===== config.mk =====
export PLATFORM = sky130hd
export DESIGN_NAME = j_div32_seq
export DESIGN_NICKNAME = d
export VERILOG_FILES = /design/src/rtl/j_div_pkg.sv /design/src/rtl/j_div_step.sv /design/src/rtl/j_div32_seq.sv
export SDC_FILE = /design/constraint.sdc
export NUM_CORES = 1
export LEC_CHECK = 0
export BUFFER_PORTS_ARGS = -buffer_cell sky130_fd_sc_hd__buf_2
export CORE_MARGIN = 1.5
export CORE_UTILIZATION = 44
export DETAILED_ROUTE_END_ITERATION = 7
export MAX_ROUTING_LAYER = met4
export PLACE_DENSITY_LB_ADDON = 0.25
export SYNTH_ARGS = -nofsm -noshare
export SYNTH_HDL_FRONTEND = slang
export SYNTH_SLANG_ARGS = --single-unit

===== constraint.sdc =====
create_clock -name sys_clk -period 2.62 [get_ports sys_clk]
set_input_delay 0 -clock sys_clk [delete_from_list [all_inputs] [get_ports sys_clk]]
set_output_delay 0 -clock sys_clk [all_outputs]
set_load 0.02 [all_outputs]

===== src/rtl/j_div_pkg.sv =====
// Shared constants and state encoding for the sequential 32-bit divider.
// Build option: define JDIV_OFFSET_EN to include 16.16 offset mode (48-bit numerator, 48 iterations).
package j_div_pkg;

    localparam int unsigned DIV_W     = 32;
    localparam int unsigned ITER_NORM = 32;
    localparam int unsigned ITER_OFS  = 48;
    localparam int unsigned CNT_W     = 6;

`ifdef JDIV_OFFSET_EN
    localparam int unsigned NUM_W = 48;
`else
    localparam int unsigned NUM_W = 32;
`endif

    typedef enum logic [1:0] {
        IDLE = 2'd0,
        RUN  = 2'd1,
        DONE = 2'd2
    } state_t;

endpackage


===== src/rtl/j_div_step.sv =====
// One restoring-division step: shift the next numerator bit into the partial
// remainder, then trial-subtract the divisor and keep the result if it is non-negative.
// Ports:
//   i_rem      partial remainder in
//   i_divisor  divisor
//   i_bit      next numerator bit (MSB first)
//   o_rem_c    partial remainder out (combinational)
//   o_qbit_c   quotient bit, the inverted borrow (combinational)
module j_div_step
    import j_div_pkg::*;
(
    input  logic [DIV_W-1:0] i_rem,
    input  logic [DIV_W-1:0] i_divisor,
    input  logic             i_bit,
    output logic [DIV_W-1:0] o_rem_c,
    output logic             o_qbit_c
);

    logic [DIV_W:0] w_shift;
    logic [DIV_W:0] w_diff;
    logic           w_borrow;

    assign w_shift = {i_rem, i_bit};
    assign w_diff  = w_shift - {1'b0, i_divisor};

    // A set shifted MSB already exceeds any 32-bit divisor; otherwise the
    // 33-bit difference MSB is the borrow.
    assign w_borrow = ~w_shift[DIV_W] & w_diff[DIV_W];

    assign o_qbit_c = ~w_borrow;
    assign o_rem_c  = w_borrow ? w_shift[DIV_W-1:0] : w_diff[DIV_W-1:0];

endmodule


===== src/rtl/j_div32_seq.sv =====
// Sequential unsigned 32-bit restoring divider, one quotient bit per clock.
// Result (quotient, remainder) is written on the last iteration and held until
// the next completed operation; done pulses one cycle as the FSM returns to IDLE.
// Build option: JDIV_OFFSET_EN enables 16.16 mode (numerator = dividend<<16, 48 steps,
// low 32 quotient bits kept). Without it offset is ignored.
// Ports:
//   sys_clk, resetl        clock, async active-low reset
//   start                  request, sampled in IDLE only
//   dividend, divisor      operands, sampled with start
//   offset                 16.16 mode select, sampled with start
//   busy                   high in RUN and DONE
//   done                   one-cycle result-valid pulse
//   quotient, remainder    results
module j_div32_seq
    import j_div_pkg::*;
(
    input  logic             sys_clk,
    input  logic             resetl,
    input  logic             start,
    input  logic [DIV_W-1:0] dividend,
    input  logic [DIV_W-1:0] divisor,
    input  logic             offset,
    output logic             busy,
    output logic             done,
    output logic [DIV_W-1:0] quotient,
    output logic [DIV_W-1:0] remainder
);

    state_t           r_state;
    logic [CNT_W-1:0] r_cnt;
    logic [DIV_W-1:0] r_div;
    logic [DIV_W-1:0] r_rem;
    logic [DIV_W-1:0] r_quo;
    logic [NUM_W-1:0] r_num;

    logic [NUM_W-1:0] w_num_load;
    logic [CNT_W-1:0] w_iter_load;
    logic [DIV_W-1:0] w_rem_next;
    logic             w_qbit;

    // Numerator and iteration count chosen at start
`ifdef JDIV_OFFSET_EN
    assign w_num_load  = offset ? {dividend, 16'h0000} : {16'h0000, dividend};
    assign w_iter_load = offset ? CNT_W'(ITER_OFS) : CNT_W'(ITER_NORM);
`else
    logic w_unused_offset;
    assign w_unused_offset = offset;
    assign w_num_load      = dividend;
    assign w_iter_load     = CNT_W'(ITER_NORM);
`endif

    j_div_step u_step (
        .i_rem     (r_rem),
        .i_divisor (r_div),
        .i_bit     (r_num[NUM_W-1]),
        .o_rem_c   (w_rem_next),
        .o_qbit_c  (w_qbit)
    );

    // Control FSM, datapath registers and registered outputs
    always_ff @(posedge sys_clk or negedge resetl) begin
        if (!resetl) begin
            r_state   <= IDLE;
            r_cnt     <= '0;
            r_div     <= '0;
            r_rem     <= '0;
            r_quo     <= '0;
            r_num     <= '0;
            busy      <= 1'b0;
            done      <= 1'b0;
            quotient  <= '0;
            remainder <= '0;
        end else begin
            done <= 1'b0;
            case (r_state)
                IDLE: begin
                    if (start) begin
                        r_state <= RUN;
                        busy    <= 1'b1;
                        r_div   <= divisor;
                        r_rem   <= '0;
                        r_quo   <= '0;
                        r_num   <= w_num_load;
                        r_cnt   <= w_iter_load;
                    end
                end
                RUN: begin
                    r_rem <= w_rem_next;
                    r_quo <= {r_quo[DIV_W-2:0], w_qbit};
                    r_num <= {r_num[NUM_W-2:0], 1'b0};
                    r_cnt <= r_cnt - CNT_W'(1);
                    // Last step: publish the result directly from the step logic
                    if (r_cnt == CNT_W'(1)) begin
                        r_state   <= DONE;
                        quotient  <= {r_quo[DIV_W-2:0], w_qbit};
                        remainder <= w_rem_next;
                    end
                end
                DONE: begin
                    r_state <= IDLE;
                    busy    <= 1'b0;
                    done    <= 1'b1;
                end
                default: begin
                    r_state <= IDLE;
                    busy    <= 1'b0;
                end
            endcase
        end
    end

endmodule


==> impl_metrics.yaml, run 1 <==
run_status:
  status: "finished with violations"
  violations: "setup timing"
clock_network:
  cts_sinks: 201
  clk_latency_ns: 0.52
  cts_tree: "yes"
  htree_num_levels: 1
  cts_buffer_depth: 3
  clockRootBuffer: "clkbuf_16"
  numCtsBuffers: 23
  clk_pin_slew_ns: 0.06
floorplanning:
  std_cell_rows: 54
  io_pins: 134
  die_w_microns: 152
  die_h_microns: 152
  core_sq_mm: 0.0218
  die-area_sq_mm: 0.0231
  start_util: 0.447
drt:
  wire_per_inst_microns: 15.5
  first_iter_violations: 443
  avgViaCountPerCell: 5.24
  num_vias: 8748
  first_pass_iters: 5
  drc: 0
  antenna_left: 0
  wl_mm: 25.8
synth:
  synthMuxAreaShare: 0.0241
  synthAdderAreaFrac: 0.0456
  synth_cell_type_count: 55
  postSynthCellCount: 1100
  synth-xor-area-share: 0.0242
  synthArstFlopShare: 1.00
  synth_area_sq_mm: 0.00976
  synth_compound_area_frac: 0.168
  yosys_register_bits: 201
  yosysSeqAreaShare: 0.515
  avgSynthCellArea_sq_um: 8.88
  synth-main-ff-cell: "dfrtp_1"
  synth_top_family_by_area: "simple AND/OR/NAND/NOR gates"
  synth_warnings: 0
  synthSimpleGateAreaFrac: 0.180
  synth_edf_count: 0
  syn_nets: 1203
final_layout:
  drive_gt1_frac: 0.262
  fillCellCount: 1940
  final_net_count: 1480
  antennaDiodeCount: 0
  multi_input_area_sq_mm: 0.00476
  register_area_sq_mm: 0.00503
  final_common_cell: "nand2_1"
  synthToLayoutAreaGrowth_pct: 36.1
  layout_common_cells: "nand2_1, dfrtp_1, buf_2"
sta:
  hold_violations: 0
  maxSlewViolCount: 0
  rsz0062_at_grt: "yes"
  finalSetupTns_ns: -5.16
  clock-skew-final_ns: 0.00985
  tightest_slew_ns: 0.541
  max_clock_freq_mhz: 356
  fin_ws_ns: -0.186
  post-route-period-util: 1.07
  relSlewSlack: 0.636
  setup_violations: 66
  timing.final.crit_period_ns: 2.81
global_route:
  antenna_found_initial: 0
  grt_start_max_net_pins: 72
  grt_overflow: 0
  gr-usage-all-layers: 0.228
  grt_pass1_wl_mm: 42.8
  grt_pass1_vias: 8637
critical_path:
  critPathKind: "flip-flop to flip-flop"
  r2r_slack_ns: -0.19
  crit_required_ns: 3.05
  critPathArrivalTime_ns: 3.24
  rr_startpoint: "r_div[22]"
  cp-start-kind: "flip-flop"
  critPathMaxFanout: 8
  cp-end-kind: "flip-flop"
  startpoint: "r_div[22]"
worst_hold_path:
  min_from: "start"
  hold_path.class: "input port to flip-flop"
placed_design:
  place_congestion: 0.920
  port_buffers: 132
  hpwlAfterDp_mm: 17.0
flow_run:
  maxCapViolCount: 0
==> cell type report <==
| type | count | area share |
|---|---|---|
| flip-flops and latches | 201 | 0.378 |
| multi-input cells | 796 | 0.358 |
| repair buffers | 316 | 0.173 |
| clock buffers | 34 | 0.0479 |
| well taps | 280 | 0.0264 |
| inverters | 39 | 0.0110 |
| clock inverters | 5 | 0.00518 |
==> worst paths after layout <==
check	endpoint	depth (start not counted)
max reg2reg	remainder[25]	13
max in group asynchronous	quotient[17]	3
min reg2reg	quotient[6]	2
min in group asynchronous	r_div[21]	2
min	r_num[0]	4
max	remainder[25]	13
==> layer usage <==
| layer | part of all wire | GRT usage |
|---|---|---|
| met4 | 0.015 | 0.0513 |
| met1 | 0.48 | 0.313 |
| met3 | 0.044 | 0.0291 |
| met2 | 0.46 | 0.361 |
| met5 | 0 | - |
==> registers in the layout (all words and copies together) (netlist names) <==
name / count
done: 1
r_num: 32
r_cnt: 6
remainder: 32
r_rem: 32
r_div: 32
quotient: 32
busy: 1
r_quo: 31
r_state: 2
==> through the flow <==
stage	hold slack [ns]	setup WS (ns)	std cells	cell area, sq um	utilization
after floorplan	-0.296	-0.00132	1100	9830	-
after global placement	0.0195	-0.165	1557	11400	0.525
after detailed placement	0.0217	-0.271	1557	11400	0.525
after CTS	0.000289	-0.198	1666	13000	0.594
after global routing	0.0528	-0.310	1671	13300	0.609
final	0.0116	-0.186	1671	13300	0.609
==> cells in the mapped netlist, types with 3 or more instances <==
| cell | instances | area, sq um |
|---|---|---|
| o21ai_1 | 10 | 50.1 |
| mux2i_1 | 19 | 190 |
| nand2_1 | 325 | 1220 |
| a31oi_1 | 10 | 62.6 |
| buf_2 | 3 | 15.0 |
| o21bai_1 | 3 | 22.5 |
| nor3_1 | 5 | 25.0 |
| nand3_1 | 34 | 170 |
| xor2_1 | 6 | 52.6 |
| a21o_1 | 8 | 60.1 |
| o31a_1 | 3 | 26.3 |
| and2_1 | 3 | 18.8 |
| o211ai_1 | 3 | 22.5 |
| o21a_1 | 6 | 45.0 |
| clkbuf_1 | 45 | 169 |
| o21ai_0 | 136 | 681 |
| buf_1 | 10 | 37.5 |
| inv_1 | 38 | 143 |
| a32oi_1 | 3 | 26.3 |
| nand2b_1 | 5 | 31.3 |
| mux2_2 | 4 | 45.0 |
| ha_1 | 34 | 425 |
| dfrtp_1 | 201 | 5030 |
| a21oi_1 | 47 | 235 |
| buf_6 | 3 | 33.8 |
| nor2_1 | 38 | 143 |
| xnor2_1 | 21 | 184 |
| a22oi_1 | 30 | 225 |
| nand4_1 | 5 | 31.3 |
| nor2b_1 | 4 | 25.0 |
| or3_1 | 4 | 25.0 |
==> what timing repair did <==
item / CTS / global route
endpoints found under the setup margin: 65 / 66
hold endpoints to repair: 226 / 0
hold buffers: 65 / 0
buffers inserted: 5 / 5
pin swaps: 10 / 17
resized for setup: 36 / 75
==> cell families after synthesis <==
family	count (synthesis)
muxes	23
and+or+nand+nor	433
adders and majority gates	35
xor gates and xnor gates	27
AOI/OAI and AO/OA	278
buffers and inverters	103
DFF	201
==> critical path: stages, from the launching register on <==
cell and delay (ns):
dfrtp_1 0.37, inv_2 0.08, ha_4 0.23, a21oi_2 0.16
nand2_1 0.09, a221o_1 0.36, and2_0 0.15, a311o_1 0.30
buf_6 0.13, o31ai_4 0.28, buf_6 0.23, buf_6 0.12
nand2_2 0.05, a31oi_1 0.17
Power of run 1 is left out: the tool's default activity adds up to more than one toggle a clock period on the data nets, which glitch-free logic cannot reach.
==> run 2, diff against run 1 <==
--- a/config.mk
+++ b/config.mk
@@ -9,7 +9,6 @@
 export CORE_MARGIN = 1.5
 export CORE_UTILIZATION = 44
 export DETAILED_ROUTE_END_ITERATION = 7
-export MAX_ROUTING_LAYER = met4
 export PLACE_DENSITY_LB_ADDON = 0.25
 export SYNTH_ARGS = -nofsm -noshare
 export SYNTH_HDL_FRONTEND = slang
==> run 2 against run 1 <==
Effect of this change:
- the run still ends with setup timing left
- final cell count did not move
- setup slack improved by 0.0019 ns
- register-to-register slack barely moved
- flip-flop and latch count did not move
- clock skew fell by 0.0016 ns
- count of clock-buffer cells in the layout did not move
- routed wire length fell by 0.31%
- design area did not move
- largest cell class unchanged
==> impl_metrics.yaml, run 2 (same netlist as run 1, synthesis figures left out) <==
sta:
  rsz0062_at_grt: "yes"
  setup_violations: 65
  maxSlewViolCount: 0
  tightest_slew_ns: 0.564
  relSlewSlack: 0.624
  post-route-period-util: 1.07
  timing.final.crit_period_ns: 2.80
  hold-worst-slack_ns: 0.0133
  max_clock_freq_mhz: 357
  hold_violations: 0
  fin_ws_ns: -0.184
  clock-skew-final_ns: 0.00824
critical_path:
  crit_path_top_delay_cell: "dfrtp_1"
  critPathKind: "flip-flop to flip-flop"
  critical_path.n_buffers_inverters: 4
  critPathArrivalTime_ns: 3.24
  r2r_slack_ns: -0.18
  cp-end-kind: "flip-flop"
  critPathMaxFanout: 8
  path_cells: "inv_2 -> ha_4 -> a21oi_2 -> nand2_1 -> a221o_1 -> and2_0 -> a311o_1 -> buf_6 -> o31ai_4 -> buf_6 -> buf_6 -> nand2_2 -> a31oi_1"
  cp-start-kind: "flip-flop"
  cp_common_cell: "buf_6"
  cpPeakStageDelay_ns: 0.37
  crit_family: "compound AO/OA/AOI/OAI gates"
  crit_required_ns: 3.05
final_layout:
  layout_common_cells: "nand2_1, dfrtp_1, buf_2"
  register_area_sq_mm: 0.00503
  stdcell_count: 1671
  antennaDiodeCount: 0
  final_net_count: 1480
  final_common_cell: "nand2_1"
  drive_gt1_frac: 0.262
  synthToLayoutAreaGrowth_pct: 36.1
  final_area_sq_mm: 0.0133
  multi_input_area_sq_mm: 0.00476
  fillCellCount: 1940
clock_network:
  cts_sinks: 201
  clk_latency_ns: 0.52
  clk_pin_slew_ns: 0.06
  cts_buffer_depth: 3
  clockRootBuffer: "clkbuf_16"
  numCtsBuffers: 23
  htree_num_levels: 1
  cts_tree: "yes"
global_route:
  antenna_found_initial: 0
  grt_overflow: 0
  grt_pass1_vias: 8637
  gr-usage-all-layers: 0.221
  grt_pass1_wl_mm: 42.8
  grt_busiest_layer: "met2"
  use_met3: 0.0294
  grt_start_max_net_pins: 72
  gr-usage-met1: 0.314
  met2_usage: 0.360
worst_hold_path:
  hold_path.class: "input port to flip-flop"
flow_run:
  maxCapViolCount: 0
floorplanning:
  core_sq_mm: 0.0218
  die_h_microns: 152
  die-area_sq_mm: 0.0231
  die_w_microns: 152
  start_util: 0.447
  io_pins: 134
  std_cell_rows: 54
placed_design:
  placed_cells_incl_taps: 1557
  pre_cts_ws_ns: -0.271
  place_congestion: 0.905
  placed_area_sq_mm: 0.0114
  port_buffers: 132
  hpwlAfterDp_mm: 17.0
drt:
  first_pass_iters: 5
  num_vias: 8763
  first_iter_violations: 433
  drc: 0
  wire_per_inst_microns: 15.4
  wl_mm: 25.8
  avgViaCountPerCell: 5.24
  antenna_left: 0
run_status:
  violations: "setup timing"
  status: "finished with violations"
[run 2: cell counts in the layout (fill, tap and decap cells not counted)]
No cell type changed its count.
[run 2: path summary, 6_finish.rpt]
path                       cells past startpoint             to          from
hold / removal                                 4       r_num[0]         start
setup / recovery                              13  remainder[25]     r_div[22]
setup reg to reg                              13  remainder[25]     r_div[22]
hold reg to reg                                2   quotient[30]  quotient[30]
min in group asynchronous                      2      r_div[21]        resetl
max in group asynchronous                      3   quotient[19]        resetl
[run 2: final cells by class]
cell class	count	area share
Clock buffer	34	0.0479
Clock inverter	5	0.00518
Inverter	39	0.0110
Multi-Input combinational cell	796	0.358
Sequential cell	201	0.378
Tap cell	280	0.0264
Timing Repair Buffer	316	0.173
[run 2: worst register-to-register path: stages (launching register included)]
cell	delay, ns
dfrtp_1	0.37
inv_2	0.08
ha_4	0.23
a21oi_2	0.16
nand2_1	0.09
a221o_1	0.36
and2_0	0.15
a311o_1	0.30
buf_6	0.13
o31ai_4	0.28
buf_6	0.23
buf_6	0.13
nand2_2	0.05
a31oi_1	0.17
[run 2: per-layer routing]
layer | wire, microns | vias to the layer above | part of all wire
met1 | 12200 | 4233 | 0.47
met4 | 404 | 0 | 0.016
met3 | 1160 | 35 | 0.045
met5 | 0 | - | 0
met2 | 12000 | 201 | 0.46
li1 | - | 4294 | -
[run 2: per-stage QoR]
step / TNS, ns / utilization
2_1_floorplan: -0.00132 / -
3_3_place_gp: -7.71 / 0.525
3_5_place_dp: -12.74 / 0.525
4_1_cts: -7.03 / 0.594
5_1_grt: -13.53 / 0.609
6_report: -4.97 / 0.609
[run 2: what timing repair did]
action / in CTS / in global routing
pin swaps: 10 / 17
hold buffers: 65 / 0
hold endpoints to repair: 226 / 0
setup endpoints to repair: 65 / 66
gates resized for setup: 36 / 75
setup buffers: 5 / 5
Power of run 2 is left out for the same reason.
